[config.mk]
export PLATFORM = sky130hd
export DESIGN_NAME = hazard_sb
export DESIGN_NICKNAME = d
export VERILOG_FILES = /design/src/rtl/hazard_pkg.sv /design/src/rtl/hazard_div_seq.sv /design/src/rtl/hazard_sb.sv
export SDC_FILE = /design/constraint.sdc
export NUM_CORES = 1
export LEC_CHECK = 0
export ABC_AREA = 1
export CAP_MARGIN = 5
export CORE_ASPECT_RATIO = 1.75
export CORE_MARGIN = 3
export CORE_UTILIZATION = 25
export DETAILED_ROUTE_END_ITERATION = 7
export PLACE_DENSITY_LB_ADDON = 0.08
export SLEW_MARGIN = 20
export SYNTH_ARGS = -nofsm -noshare
export SYNTH_HDL_FRONTEND = slang
export SYNTH_SLANG_ARGS = --single-unit
export TNS_END_PERCENT = 20
[constraint.sdc]
create_clock -name clk -period 2.4 [get_ports clk]
set_clock_uncertainty 0.2 [all_clocks]
set_input_delay 0.48 -clock clk [delete_from_list [all_inputs] [get_ports clk]]
set_output_delay 0.48 -clock clk [all_outputs]
set_load 0.01 [all_outputs]
[src/rtl/hazard_pkg.sv]
// Shared definitions for the hazard unit: forward-select encodings and the
// divide sequencer state encoding.
package hazard_pkg;

    // Forward-select encodings for the E-stage operand muxes.
    localparam logic [1:0] FWD_RF  = 2'b00;
    localparam logic [1:0] FWD_WB  = 2'b01;
    localparam logic [1:0] FWD_MEM = 2'b10;

    // Width of the optional performance counters.
    localparam int PERF_W = 32;

    // Divide sequencer states.
    typedef enum logic [1:0] {
        DIV_IDLE = 2'd0,
        DIV_BUSY = 2'd1,
        DIV_DONE = 2'd2
    } div_state_t;

endpackage

[src/rtl/hazard_div_seq.sv]
// Multi-cycle divide sequencer: IDLE -> BUSY (DIV_LAT cycles) -> DONE.
// divbusy and divdoneE are registered copies of the BUSY and DONE states, so
// together they expose the full FSM state (neither set means IDLE).
// An exception in M aborts the sequence from any state.
module hazard_div_seq
    import hazard_pkg::*;
#(
    parameter int DIV_LAT = 32,
    parameter int CW      = 8
) (
    input  logic clk,
    input  logic rst,
    input  logic divE,
    input  logic exceptM,
    input  logic memstallM,
    output logic divstall,
    output logic divbusy,
    output logic divdoneE
);

    localparam logic [CW-1:0] CNT_LOAD = CW'(DIV_LAT - 1);

    div_state_t    state;
    logic [CW-1:0] cnt;

    // State, latency counter and registered status flags. The counter keeps
    // running while memory stalls; only the DONE state waits for memory.
    always_ff @(posedge clk) begin
        if (rst) begin
            state    <= DIV_IDLE;
            cnt      <= '0;
            divbusy  <= 1'b0;
            divdoneE <= 1'b0;
        end else if (exceptM) begin
            state    <= DIV_IDLE;
            cnt      <= '0;
            divbusy  <= 1'b0;
            divdoneE <= 1'b0;
        end else begin
            case (state)
                DIV_IDLE: begin
                    if (divE) begin
                        state   <= DIV_BUSY;
                        cnt     <= CNT_LOAD;
                        divbusy <= 1'b1;
                    end
                end
                DIV_BUSY: begin
                    if (cnt == '0) begin
                        state    <= DIV_DONE;
                        divbusy  <= 1'b0;
                        divdoneE <= 1'b1;
                    end else begin
                        cnt <= cnt - 1'b1;
                    end
                end
                DIV_DONE: begin
                    if (!memstallM) begin
                        state    <= DIV_IDLE;
                        divdoneE <= 1'b0;
                    end
                end
                default: begin
                    state    <= DIV_IDLE;
                    cnt      <= '0;
                    divbusy  <= 1'b0;
                    divdoneE <= 1'b0;
                end
            endcase
        end
    end

    // Stall from the cycle a divide is first seen in E until the last BUSY cycle.
    assign divstall = ((state == DIV_IDLE) && divE && !exceptM) || (state == DIV_BUSY);

endmodule

[src/rtl/hazard_sb.sv]
// Five-stage pipeline hazard unit: combinational forwarding, load-use and
// divide stalls, memory-wait stalls and precise exception flush.
// Optional build macro HAZARD_PERF_EN adds saturating per-cause cycle counters.
module hazard_sb
    import hazard_pkg::*;
#(
    parameter int AW      = 5,
    parameter int DIV_LAT = 32,
    parameter int CW      = 8
) (
    input  logic          clk,
    input  logic          rst,
    input  logic [AW-1:0] rsD,
    input  logic [AW-1:0] rtD,
    input  logic          branchD,
    input  logic [AW-1:0] rsE,
    input  logic [AW-1:0] rtE,
    input  logic [AW-1:0] writeregE,
    input  logic          regwriteE,
    input  logic          memtoregE,
    input  logic          divE,
    input  logic [AW-1:0] writeregM,
    input  logic          regwriteM,
    input  logic          memtoregM,
    input  logic          jumpbranchM,
    input  logic          memstallM,
    input  logic          exceptM,
    input  logic [AW-1:0] writeregW,
    input  logic          regwriteW,
    output logic          forwardaD,
    output logic          forwardbD,
    output logic [1:0]    forwardaE,
    output logic [1:0]    forwardbE,
    output logic          stallF,
    output logic          stallD,
    output logic          stallE,
    output logic          stallM,
    output logic          stallW,
    output logic          flushF,
    output logic          flushD,
    output logic          flushE,
    output logic          flushM,
    output logic          flushW,
    output logic          divbusy,
    output logic          divdoneE
`ifdef HAZARD_PERF_EN
    ,
    output logic [31:0]   perf_lw,
    output logic [31:0]   perf_div,
    output logic [31:0]   perf_mem,
    output logic [31:0]   perf_flush
`endif
);

    logic divstall;
    logic lwstall;

    // branchD only qualifies when the D-stage forwards are consumed and
    // memtoregM is covered by the load-use stall in E; neither changes the
    // equations here.
    logic unused_ok;
    assign unused_ok = branchD ^ memtoregM;

    hazard_div_seq #(
        .DIV_LAT (DIV_LAT),
        .CW      (CW)
    ) u_div_seq (
        .clk       (clk),
        .rst       (rst),
        .divE      (divE),
        .exceptM   (exceptM),
        .memstallM (memstallM),
        .divstall  (divstall),
        .divbusy   (divbusy),
        .divdoneE  (divdoneE)
    );

    // E-stage operand select: M beats W; register 0 never forwards.
    function automatic logic [1:0] fwd_sel(input logic [AW-1:0] idx,
                                           input logic [AW-1:0] wm, input logic rwm,
                                           input logic [AW-1:0] ww, input logic rww);
        if ((idx != '0) && rwm && (idx == wm))      return FWD_MEM;
        else if ((idx != '0) && rww && (idx == ww)) return FWD_WB;
        else                                        return FWD_RF;
    endfunction

    // Forward selects for the D-stage branch compare and the E-stage ALU.
    always_comb begin
        forwardaD = (rsD != '0) && (rsD == writeregM) && regwriteM;
        forwardbD = (rtD != '0) && (rtD == writeregM) && regwriteM;
        forwardaE = fwd_sel(rsE, writeregM, regwriteM, writeregW, regwriteW);
        forwardbE = fwd_sel(rtE, writeregM, regwriteM, writeregW, regwriteW);
    end

    // Load in E whose destination is a D-stage source must hold D for a cycle.
    assign lwstall = memtoregE && regwriteE && (writeregE != '0) &&
                     ((writeregE == rsD) || (writeregE == rtD));

    // Stall/flush by priority: exception, memory wait, divide, load-use, redirect.
    always_comb begin
        stallF = 1'b0;
        stallD = 1'b0;
        stallE = 1'b0;
        stallM = 1'b0;
        flushF = 1'b0;
        flushD = 1'b0;
        flushE = 1'b0;
        flushM = 1'b0;
        flushW = 1'b0;
        if (exceptM) begin
            flushF = 1'b1;
            flushD = 1'b1;
            flushE = 1'b1;
            flushM = 1'b1;
        end else if (memstallM) begin
            stallF = 1'b1;
            stallD = 1'b1;
            stallE = 1'b1;
            stallM = 1'b1;
            flushW = 1'b1;
        end else if (divstall) begin
            stallF = 1'b1;
            stallD = 1'b1;
            stallE = 1'b1;
            flushM = 1'b1;
            // The divide stays in E, so a redirect only squashes F and D.
            flushF = jumpbranchM;
            flushD = jumpbranchM;
        end else if (lwstall) begin
            stallF = 1'b1;
            stallD = 1'b1;
            flushE = 1'b1;
            flushD = jumpbranchM;
        end else if (jumpbranchM) begin
            flushF = 1'b1;
            flushD = 1'b1;
            flushE = 1'b1;
        end
    end

    // Writeback never stalls.
    assign stallW = 1'b0;

`ifdef HAZARD_PERF_EN
    logic win_mem;
    logic win_div;
    logic win_lw;
    logic win_flush;

    assign win_mem   = !exceptM && memstallM;
    assign win_div   = !exceptM && !memstallM && divstall;
    assign win_lw    = !exceptM && !memstallM && !divstall && lwstall;
    // Flush cause: an exception, or a redirect with no stall cause above it.
    assign win_flush = exceptM ||
                       (!memstallM && !divstall && !lwstall && jumpbranchM);

    // Saturating per-cause cycle counters.
    always_ff @(posedge clk) begin
        if (rst) begin
            perf_lw    <= '0;
            perf_div   <= '0;
            perf_mem   <= '0;
            perf_flush <= '0;
        end else begin
            if (win_lw    && (perf_lw    != '1)) perf_lw    <= perf_lw    + 1'b1;
            if (win_div   && (perf_div   != '1)) perf_div   <= perf_div   + 1'b1;
            if (win_mem   && (perf_mem   != '1)) perf_mem   <= perf_mem   + 1'b1;
            if (win_flush && (perf_flush != '1)) perf_flush <= perf_flush + 1'b1;
        end
    end
`endif

endmodule

; ---- After elaboration in Yosys (flattened, before gate mapping)
; Cells that the tools add are included.
[totals]
output_inout_bits = 18
word_cells = 94
reg_bits = 12
input_bits = 47
[op_classes]
muxes = 41
eq_ne = 14
reduce_logical = 32
add_sub_neg = 1
bitwise_logic = 2
[ops]
columns = cell, n
row1 = == test 5 bit, 8
row2 = two-way mux 1 bit, 30
row3 = nonzero test 5 bit, 5
row4 = case mux 8 bit (3 select lines), 1
row5 = logical AND 1 bit, 17
row6 = two-way mux 8 bit, 2
row7 = AND reduction 3 bit, 4
row8 = two-way mux 2 bit, 5
row9 = zero test 8 bit, 1
row10 = subtractor 8 x 1 -> 8 bit (second input constant), 1
row11 = inequality test 2 bit (second input constant), 3
row12 = case mux 1 bit (3 select lines), 2
row13 = case mux 2 bit (3 select lines), 1
row14 = == test 2 x 1 -> 1 bit (second input constant), 1
row15 = == test 2 bit (second input constant), 1
row16 = zero test 2 bit, 1
row17 = logical OR 1 bit, 2
row18 = inequality test 2 x 1 -> 1 bit (second input constant), 1
row19 = NOT 1 bit, 2
row20 = OR reduction 2 bit, 1
row21 = zero test 1 bit, 1

; ---- Logic depth before layout (Yosys ltp)
; Gate-level depths: netlist of run 1.
[logic_depth]
ltp_word = 7
mapped_depth = 10
mapped_depth_nobuf = 10

; ---- Modules after synthesis
; From an unflattened synthesis of run 1, not the netlist that was laid out.
[hier_totals]
hier_cells = 257
area_unflattened_um2 = 1475.2
[by_module_without_submodules]
columns = mod, cells_per_inst, n_inst, area_each_um2, seq_area_each_um2
row1 = hazard_sb, 150, 1, 753.2, 0.0
row2 = hazard_div_seq, 107, 1, 721.9, 240.2

; ---- Worst setup path before layout of run 1
; No wires, ideal clock.
[synth_path]
path_kind = input port to output port
from = in writeregE[2]
to = out stallF
slack_ns = 0.403
stages = 9
required_ns = 1.720
t_arrival_ns = 1.317
n_path_buf = 1
path_cell_list = inv_1 > nand2_1 > nand2_1 > nor2_1 > nand3_1 > nand2_1 > nand2_1 > a21oi_1 > buf_4
[synth_between]
elab_chain_cells = 7
word_cells_on_any_way = 10
cone_classes = 2 x eq/ne / 4 x mux / 4 x reduce/logical
[synth_rtl]
columns = element, line_no
row1 = start: declaration, hazard_sb.sv:18  ; input logic [AW-1:0] writeregE,
row2 = == test 5 bit / nonzero test 5 bit (equally long branches), "hazard_sb.sv:97, hazard_sb.sv:96"
row3 = logical OR 1 bit / logical AND 1 bit (equally long branches), "hazard_sb.sv:97, hazard_sb.sv:96"
row4 = logical AND 1 bit *, hazard_sb.sv:96  ; assign lwstall = memtoregE && regwriteE && (writeregE != '0) &&
row5 = two-way mux 1 bit * (4 in series), --
row6 = end: declaration, hazard_sb.sv:34  ; output logic stallF,
; Every way passes the cells marked *; elsewhere a longest branch is shown, timed or not.

; ---- Worst setup path after layout of run 1
[layout_path]
from = in writeregE[2]
to = out flushE
[layout_between]
elab_chain_cells = 7
word_cells_on_any_way = 10
cone_classes = 2 x eq/ne / 4 x mux / 4 x reduce/logical
[layout_rtl]
columns = element, line_no
row1 = == test 5 bit / nonzero test 5 bit (equally long branches), "hazard_sb.sv:97, hazard_sb.sv:96"
row2 = logical OR 1 bit / logical AND 1 bit (equally long branches), "hazard_sb.sv:97, hazard_sb.sv:96"
row3 = logical AND 1 bit *, hazard_sb.sv:96
row4 = two-way mux 1 bit *, hazard_sb.sv:129  ; end else if (lwstall) begin
row5 = two-way mux 1 bit *, hazard_sb.sv:121  ; end else if (divstall) begin
row6 = two-way mux 1 bit *, hazard_sb.sv:115  ; end else if (memstallM) begin
row7 = two-way mux 1 bit *, hazard_sb.sv:110  ; if (exceptM) begin
row8 = end: declaration, hazard_sb.sv:41  ; output logic flushE,
; Marked as above.

==> results of run 1 <==
## flip-flops by register name (all words and copies together), names as in the netlist
register            count
u_div_seq.cnt           8
u_div_seq.divbusy       1
u_div_seq.divdoneE      1
u_div_seq.state         2
## tightest hold or removal path, delay by kind of cell, from the launching register on
family             cells  cell delay, ns
and+or+nand+nor        1            0.06
DFF                    1            0.32
AOI/OAI and AO/OA      1            0.05
## layout by cell type, fill, tap and decap left out, types with 2 or more instances in the layout
cell / netlist / layout
o21ai_1: 1 / 2
dfxtp_1: 12 / 12
o2111ai_1: 3 / 3
nand4_1: 6 / 6
a21oi_2: 2 / 3
o21ai_0: 5 / 4
dlymetal6s2s_1: 0 / 13
clkdlybuf4s50_1: 0 / 10
dlygate4sd2_1: 0 / 27
nand3_1: 19 / 18
inv_2: 6 / 12
clkbuf_8: 0 / 4
xnor2_1: 10 / 10
nor3_1: 6 / 3
nand2_1: 67 / 66
o21ai_2: 2 / 2
buf_2: 1 / 7
nor2_1: 35 / 34
xor2_1: 4 / 4
nand3_2: 1 / 2
buf_4: 3 / 44
clkbuf_2: 1 / 3
nand2_2: 2 / 3
a21oi_1: 12 / 11
nor2_2: 2 / 3
inv_1: 42 / 36
nor3_2: 1 / 4
## layer usage
layer | GRT usage [%] | part of all wire (%) | up-vias
li1 | - | - | 1021
met1 | 12.34 | 33 | 853
met2 | 33.96 | 63 | 36
met3 | 0.6342 | 1.9 | 7
met4 | 4.946 | 1.9 | 0
met5 | 0 | 0 | -
## worst max path at each step
stage / start / to / slack (ns) / cells past startpoint
after global routing: rtE[4] / forwardbE[0] / -0.03 / 7
after global placement: rtE[0] / forwardbE[0] / -0.55 / 9
after CTS: writeregM[0] / forwardaE[0] / -0.21 / 9
final: writeregE[2] / flushE / 0.09 / 10
after detailed placement: writeregE[2] / stallF / -0.57 / 10
after floorplan: writeregE[2] / stallF / 0.40 / 9
## cell families after synthesis
kind of cell	Yosys count
buffers and inverters	53
XOR/XNOR	14
other	1
AND/OR/NAND/NOR	146
AO/OA/AOI/OAI	30
flip-flops	12
adder cells (fa/ha/maj)	1
## repair_timing
action | in CTS | in global routing
setup endpoints to repair | 15 | 11
pin swaps | 3 | 7
gates resized for setup | 68 | 30
## layout make-up
cell class | instances | area [um^2]
inverters | 48 | 180.2
multi-input cells | 192 | 1040
repair buffers | 105 | 890.9
clock buffers | 4 | 55.05
well taps | 76 | 95.09
flip-flops and latches | 12 | 240.2
fillers | 622 | 3084
## stage by stage
step                setup slack [ns]  util [%]
floorplan                     0.4028         -
global placement             -0.5504     43.79
detailed placement           -0.5701     43.79
CTS                          -0.2143     44.49
global route                -0.02788     44.78
finish                       0.08612     44.78
## report_power, final
part / switching [mW] / total (mW) / leakage, nW / internal (mW)
Sequential: 0.00802 / 0.217 / 0.0980 / 0.209
Clock: 0.0792 / 0.224 / 0.0288 / 0.145
Combinational: 0.187 / 0.367 / 1.24 / 0.179
Total: 0.275 / 0.808 / 1.37 / 0.533
==> key figures, run 1 <==
Run status
  • Status: finished, final reports clean

STA
  • Setup violations, final: 0
  • WHS: 0.2712 ns
  • Crit share post-route: 96.41%
  • Max-slew violations: 0
  • RSZ-0062 raised after global routing: true
  • Max Clk Rate: approximately 0.43 GHz
  • Min cycle time layout: 2.314 ns
  • Final hold vios: 0
  • Sum Neg Setup Slack: 0 ns

Clocking
  • Clock buffer depth: 2
  • TritonCTS Buffers: 3
  • Cts hold-fix bufs: 0
  • CTS tree: built
  • Root buf cell: clkbuf_8
  • Max H-tree Level: 1
  • CTS sink count: 12
  • Worst-Skew Late Latency: around 0.24 ns
  • Reg clk slew, reported paths: 0.05 ns
  • Postcts setup bufs: 0

Logic synthesis
  • Post-synthesis mux area share: 0%
  • Adder-cell share of the synthesized area: 0.8673%
  • Most common cell in the netlist: nand2_1
  • Xor/xnor share of the synthesized area: 8.500%
  • Yosys cell types: 36
  • Post-synthesis instance total: 257
  • Synth Area in Simple Gates: 45.71%
  • Synth Area in Compound Gates: approximately an eighth
  • Most used DFF post-synth: dfxtp_1
  • #FFs+latches synth: 12
  • Yosys top cell area share: between 15 and 20%
  • EDFF count, synth: 0
  • Syn avg cell area: 5.613 um^2
  • Leading post-synthesis cells by instance count: 67 x nand2_1, 42 x inv_1, 35 x nor2_1, 19 x nand3_1
  • Mapped Area: 0.001443 mm^2
  • Synth warn: 0
  • Syn Nets: 305
  • Synth top area cells: nand2_1 17%, dfxtp_1 17%, inv_1 11%
  • FFs w/ async S/R, synth: 0%
  • Cell taking the most area after synthesis: nand2_1
  • Post-synthesis sequential area ratio: roughly 17%
  • Largest family of logic cells by synthesized area: simple AND/OR/NAND/NOR gates

Finish
  • Finished Layout Cells: between 400 and 500
  • Layout cell share with drive strength beyond 1: 25.76%
  • Layout area overhead: 73.37%
  • Diode count: 0
  • Net count, final: 410
  • Fin area: 0.002501 mm^2

Global route
  • GRT Residual Overflow: 0
  • GRT Total Usage: 14.85%
  • Vias in the first global route: around 1,800
  • Initial antenna violation count: 0
  • Largest net degree at the start of global routing: 10
  • Global-route wire length before repair: 7921 um

Placed design
  • Gp weighted congestion: 0.8619
  • Placed Area: 0.002446 mm^2
  • I/O Buffers: 61
  • Final HPWL DP: around 4600 um
  • Placed instance count: 433

Hold path
  • HP Class: reg2reg
  • Worst Hold Path Cells: 2
  • Beginning of the worst hold path: u_div_seq.divbusy$_SDFFE_PP0P_
  • Hold Path End: u_div_seq.divbusy$_SDFFE_PP0P_

Setup path
  • Data arrival, critical path: between 1.5 and 2 ns
  • Register-to-Register Setup Slack: 0.79 ns
  • CP Capture Type: output pin
  • Worst-path fanout max: 3
  • Worst Path Required: approximately 1.7 ns
  • Worst setup SP type: primary input
  • Crit-path leading delay family: buffers and inverters
  • Worst Reg-to-Reg Cells: 9
  • Slowest stage cell on the critical path: dlygate4sd2_1
  • CP Cell Sequence: dlygate4sd2_1, inv_1, nand2_1, nand2_1, nor2_2, nand3_1, nand2_1, nand2_1, a21oi_1, clkdlybuf4s15_2
  • Crit path kind: in2out
  • Worst r2r src: u_div_seq.cnt[0]$_SDFFE_PP0P_
  • R2R Path End: u_div_seq.cnt[1]$_SDFFE_PP0P_
  • CP max stage delay: approximately 0.25 ns
  • Most frequent CP cell: nand2_1
  • Buffers & Inverters on Critical Path: 3

Drt
  • Drt drc: 0
  • Drt first pass iters: 4
  • Final wirelength: 5133 um
  • WL per Instance: 11.75 um
  • Via count: 1,917
  • Final ANT Viol Nets: 0
  • Starting DRC count in detailed routing: 51
  • DR vias/cell: 4.387

Job
  • Max_cap viols: 0

Pwr
  • Pwr Total: 808.0 uW
  • Leak Pwr: 1.372 nW
  • PD cells: 323.0 mW/mm^2
  • Maximum VDD drop: about 0.13 mV

Die
  • Initial Util: 25.83%
  • Die X: around 63 um
  • Die Y: 106.5 um
  • Top Ports: 65
  • Core area: 0.005585 mm^2
  • Die area: ~0.0068 mm^2
  • Site Rows: 36
Power figures use the tool's default switching activity.
==> inputs of run 2 (changes only) <==
--- a/config.mk
+++ b/config.mk
@@ -10,8 +10,10 @@
 export CORE_ASPECT_RATIO = 1.75
 export CORE_MARGIN = 3
 export CORE_UTILIZATION = 25
+export CTS_BUF_LIST = sky130_fd_sc_hd__clkbuf_8
 export DETAILED_ROUTE_END_ITERATION = 7
 export PLACE_DENSITY_LB_ADDON = 0.08
+export SKIP_CTS_REPAIR_TIMING = 1
 export SLEW_MARGIN = 20
 export SYNTH_ARGS = -nofsm -noshare
 export SYNTH_HDL_FRONTEND = slang
==> run 2 against run 1 <==
- the flow now finishes with violations (negative setup slack)
- worst hold slack about the same
- die area is the same
- highest routed layer unchanged
- final area is 3.5% higher
- largest cell class unchanged
- first-iteration DRC count down 12%
- clock power barely moved
==> key figures, run 2 (synthesized netlist as in run 1, its figures left out) <==
Run status
  • Status: finished with violations
  • Failing checks: negative setup slack

Setup path
  • CP Capture Type: output pin
  • Worst-path fanout max: 2
  • Worst setup SP type: primary input
  • Worst Setup SP: writeregM[0]
  • Register-to-Register Setup Slack: 0.79 ns
  • Worst Path Required: between 1.5 and 2 ns
  • Data arrival, critical path: around 1.8 ns
  • Crit path kind: in2out
  • Worst r2r src: u_div_seq.cnt[0]$_SDFFE_PP0P_

Hold path
  • HP Class: reg2reg
  • Beginning of the worst hold path: u_div_seq.divbusy$_SDFFE_PP0P_

Clocking
  • CTS tree: built
  • Max H-tree Level: 1
  • Worst-Skew Late Latency: 0.24 ns
  • CTS sink count: 12
  • Reg clk slew, reported paths: 0.05 ns
  • Clock buffer depth: 2
  • TritonCTS Buffers: 3
  • Root buf cell: clkbuf_8

Job
  • Max_cap viols: 0

Finish
  • Layout area overhead: 79.36%
  • Diode count: 0
  • Commonest non-fill, non-tap cell in the layout: nand2_1
  • Largest regs: u_div_seq.cnt x8, u_div_seq.state x2
  • Layout cell share with drive strength beyond 1: 22.99%
  • Reg with most FFs: u_div_seq.cnt
  • Net count, final: 410
  • Fillers: 618
  • Number of flip-flops in the largest register: 8
  • Most frequent cells in the layout: 66 x nand2_1, 44 x buf_4, 40 x inv_1
  • Finished Layout Cells: roughly 440

Placed design
  • I/O Buffers: 61
  • Placed instance count: 433
  • Gp weighted congestion: 0.8619
  • Final HPWL DP: about 4600 um

Die
  • Die area: slightly below 0.007 mm^2
  • Die X: approximately 63 um
  • Site Rows: 36
  • Die Y: 106.5 um
  • Core area: 0.005585 mm^2
  • Top Ports: 65
  • Initial Util: between 20% and 30%

Global route
  • GRT Residual Overflow: 0
  • Global-route wire length before repair: between 7000 and 8000 um
  • GRT Total Usage: 14.79%
  • Initial antenna violation count: 0
  • Largest net degree at the start of global routing: 10
  • Vias in the first global route: between 1,500 and 2,000

Drt
  • Drt first pass iters: 5
  • Final wirelength: 5158 um
  • Drt drc: 0
  • DR vias/cell: 4.396
  • WL per Instance: 11.80 um
  • Final ANT Viol Nets: 0
  • Via count: between 1,500 and 2,000
  • Starting DRC count in detailed routing: 45

STA
  • Final critical-path setup slack: -0.09068 ns
  • Max Clk Rate: 0.4015 GHz
  • Crit share post-route: 103.8%
  • RSZ-0062 raised after global routing: true
  • Max-slew violations: 0
  • Final hold vios: 0
  • Min cycle time layout: approximately 2.5 ns
  • Setup violations, final: 3

Pwr
  • Maximum VDD drop: 0.1284 mV
  • Pwr Total: 819.6 uW
  • PD cells: between 300 and 400 mW/mm^2
  • Leak Pwr: 1.514 nW
-- run 2: cell types whose count changed in the layout (fill, tap and decap cells not counted), sizes merged --
cell | previous run | this run
buf | 51 | 46
clkdlybuf4s15 | 1 | 0
clkdlybuf4s50 | 10 | 26
dlygate4sd2 | 27 | 0
dlymetal6s2s | 13 | 30
-- run 2: critical path, stage by stage --
cell             delay (ns)
clkdlybuf4s50_1        0.44
buf_4                  0.15
nand2_1                0.06
nand2_1                0.05
nor3_1                 0.12
nand3_1                0.12
nor3_2                 0.15
nor2_1                 0.06
dlymetal6s2s_1         0.17
-- run 2: power breakdown --
group | total, mW | switching (mW) | internal [mW]
logic | 0.381 | 0.185 | 0.196
clock network | 0.221 | 0.0766 | 0.145
registers | 0.217 | 0.00800 | 0.209
-- run 2: final cells by class --
cell class	instances	area, um^2	share of cell area, %
Clock buffer	4	55.05	2.128
Inverter	48	180.2	6.963
Timing Repair Buffer	105	991.0	38.30
Tap cell	76	95.09	3.675
Multi-Input combinational cell	192	1026	39.65
Sequential cell	12	240.2	9.284
-- run 2: final timing paths --
kind              cells past startpoint                             end
setup / recovery                      9                    forwardaE[0]
hold / removal                        2  u_div_seq.divbusy$_SDFFE_PP0P_
setup reg to reg                      9   u_div_seq.cnt[1]$_SDFFE_PP0P_
hold reg to reg                       2  u_div_seq.divbusy$_SDFFE_PP0P_
-- run 2: metal layers --
metal	up-vias	GRT usage, %	part of all wire (%)
li1	1022	-	-
met1	860	12.21	33
met2	35	33.81	63
met3	4	0.7400	1.9
met4	0	4.946	1.6
met5	-	0	0
-- run 2: through the flow --
step / hold slack (ns) / TNS [ns] / utilization (%) / setup slack, ns / area [um^2]
3_3_place_gp: 0.2612 / -5.694 / 43.79 / -0.5504 / 2446
2_1_floorplan: 0.2471 / 0 / - / 0.4028 / 1443
5_1_grt: 0.2957 / -0.6237 / 46.33 / -0.1827 / 2587
4_1_cts: 0.2756 / -5.865 / 44.78 / -0.5809 / 2501
3_5_place_dp: 0.2669 / -5.768 / 43.79 / -0.5701 / 2446
6_report: 0.2711 / -0.2003 / 46.33 / -0.09068 / 2587
==> inputs of run 3 (changes only) <==
--- a/config.mk
+++ b/config.mk
@@ -13,6 +13,7 @@
 export CTS_BUF_LIST = sky130_fd_sc_hd__clkbuf_8
 export DETAILED_ROUTE_END_ITERATION = 7
 export PLACE_DENSITY_LB_ADDON = 0.08
+export REMOVE_ABC_BUFFERS = 1
 export SKIP_CTS_REPAIR_TIMING = 1
 export SLEW_MARGIN = 20
 export SYNTH_ARGS = -nofsm -noshare
==> run 3 against run 2 <==
- the flow still finishes with violations (negative setup slack)
- sequential power about the same
- die area unchanged
- combinational power about the same
- largest cell class unchanged
- cell count decreased by 1.1%
- routed wire length increased by 4.2%
- sequential share of layout area increased by 0.095 points
- global-route usage increased by 0.72 points
- critical path type unchanged
==> key figures, run 3 (synthesized netlist as in run 1, its figures left out) <==
STA
  • WHS: 0.2610 ns
  • Final critical-path setup slack: -0.06086 ns
  • Setup violations, final: 3
  • Sum Neg Setup Slack: -0.1356 ns
  • Crit share post-route: 102.5%
  • Max Clk Rate: 0.4064 GHz
  • Max-slew violations: 0
  • Final hold vios: 0
  • RSZ-0062 raised after global routing: true
  • Min cycle time layout: 2.461 ns

Setup path
  • Worst setup SP type: primary input
  • Crit path kind: in2out
  • Buffers & Inverters on Critical Path: 3
  • CP max stage delay: between 0.4 and 0.5 ns
  • Slowest stage cell on the critical path: clkdlybuf4s50_1
  • Crit-path leading delay family: buffers and inverters
  • Most frequent CP cell: nand2_1
  • Data arrival, critical path: 1.78 ns
  • CP Cell Sequence: clkdlybuf4s50_1, buf_4, nand2_1, nand2_1, nor3_1, nand3_1, nor3_2, nor2_1, dlymetal6s2s_1
  • Worst-path fanout max: 2
  • CP Capture Type: output pin
  • Worst Path Required: approximately 1.7 ns

Clocking
  • Root buf cell: clkbuf_8
  • Max H-tree Level: 1
  • TritonCTS Buffers: 3
  • Worst-Skew Late Latency: between 0.2 and 0.25 ns
  • CTS tree: built
  • Clock buffer depth: 2
  • Reg clk slew, reported paths: 0.05 ns
  • CTS sink count: 12

Die
  • Top Ports: between 60 and 70
  • Site Rows: 36
  • Core area: 0.005585 mm^2
  • Initial Util: between 20% and 30%
  • Die area: 0.006754 mm^2
  • Die Y: ~110 um
  • Die X: 63.43 um

Finish
  • Most frequent cells in the layout: 67 x nand2_1, 39 x inv_1, 39 x buf_4
  • Fillers: 642
  • Number of flip-flops in the largest register: 8
  • Layout cell share with drive strength beyond 1: a little over a fifth
  • Largest regs: u_div_seq.cnt x8, u_div_seq.state x2
  • Net count, final: just over 400
  • Commonest non-fill, non-tap cell in the layout: nand2_1
  • Layout area overhead: 77.54%
  • Reg with most FFs: u_div_seq.cnt
  • Diode count: 0
  • Finished Layout Cells: between 400 and 500

Pwr
  • Maximum VDD drop: 0.1301 mV
  • Pwr Total: 783.2 uW
  • Leak Pwr: 1.531 nW
  • PD cells: 305.8 mW/mm^2

Run status
  • Status: finished with violations
  • Failing checks: negative setup slack

Drt
  • Starting DRC count in detailed routing: 41
  • Final wirelength: roughly 5400 um
  • WL per Instance: 12.44 um
  • Final ANT Viol Nets: 0
  • DR vias/cell: roughly 4.5
  • Via count: 1,952
  • Drt drc: 0
  • Drt first pass iters: 4

Hold path
  • HP Class: reg2reg

Global route
  • Largest net degree at the start of global routing: 10
  • Vias in the first global route: 1,915
  • Global-route wire length before repair: 8211 um
  • Initial antenna violation count: 0
  • GRT Residual Overflow: 0
  • GRT Total Usage: around 16%

Placed design
  • I/O Buffers: 61
  • Final HPWL DP: 4735 um
  • Gp weighted congestion: 0.8240
  • Setup slack at placement: -0.6239 ns
  • Placed instance count: 428

Job
  • Max_cap viols: 0
-- run 3: stage by stage --
stage	utilization [%]	instance area [um^2]
6_report	45.86	2561
5_1_grt	45.86	2561
4_1_cts	44.09	2462
3_5_place_dp	43.35	2421
3_3_place_gp	43.35	2421
2_1_floorplan	-	1410
-- run 3: area by class of cell --
cell class / instances / area, um^2 / area share [%]
multi-input cells: 192 / 1018 / 39.77
repair buffers: 101 / 985.9 / 38.50
flip-flops and latches: 12 / 240.2 / 9.380
inverters: 48 / 180.2 / 7.035
well taps: 76 / 95.09 / 3.713
clock buffers: 3 / 41.29 / 1.612
-- run 3: worst reg2reg max path: cells and delay by family, from the launching register on --
family,cells,cell delay [ns]
adder cells (fa/ha/maj),1,0.22
flip-flops,1,0.31
buffers and inverters,2,0.12
AND/OR/NAND/NOR,5,0.46
AO/OA/AOI/OAI,1,0.20
-- run 3: final timing paths --
kind / endpoint / slack [ns] / cells after the start / start
worst max-delay path: forwardaE[0] / -0.06 / 9 / writeregM[0]
worst min-delay path: u_div_seq.divbusy$_SDFFE_PP0P_ / 0.26 / 2 / u_div_seq.divbusy$_SDFFE_PP0P_
worst max register to register: u_div_seq.cnt[1]$_SDFFE_PP0P_ / 0.78 / 9 / u_div_seq.cnt[0]$_SDFFE_PP0P_
worst min register to register: u_div_seq.divbusy$_SDFFE_PP0P_ / 0.26 / 2 / u_div_seq.divbusy$_SDFFE_PP0P_
-- run 3: layer usage --
layer / up-vias / wire length [um] / share of wire [%] / track usage, %
li1: 1017 / - / - / -
met1: 876 / 1596 / 30 / 12.08
met2: 48 / 3424 / 64 / 35.08
met3: 11 / 178 / 3.3 / 1.374
met4: 0 / 174 / 3.2 / 6.801
met5: - / 0 / 0 / 0
-- run 3: where the power goes --
group          switching (mW)  internal, mW
Combinational           0.190         0.194
Clock                  0.0717         0.110
Sequential            0.00781         0.209
Total                   0.269         0.514
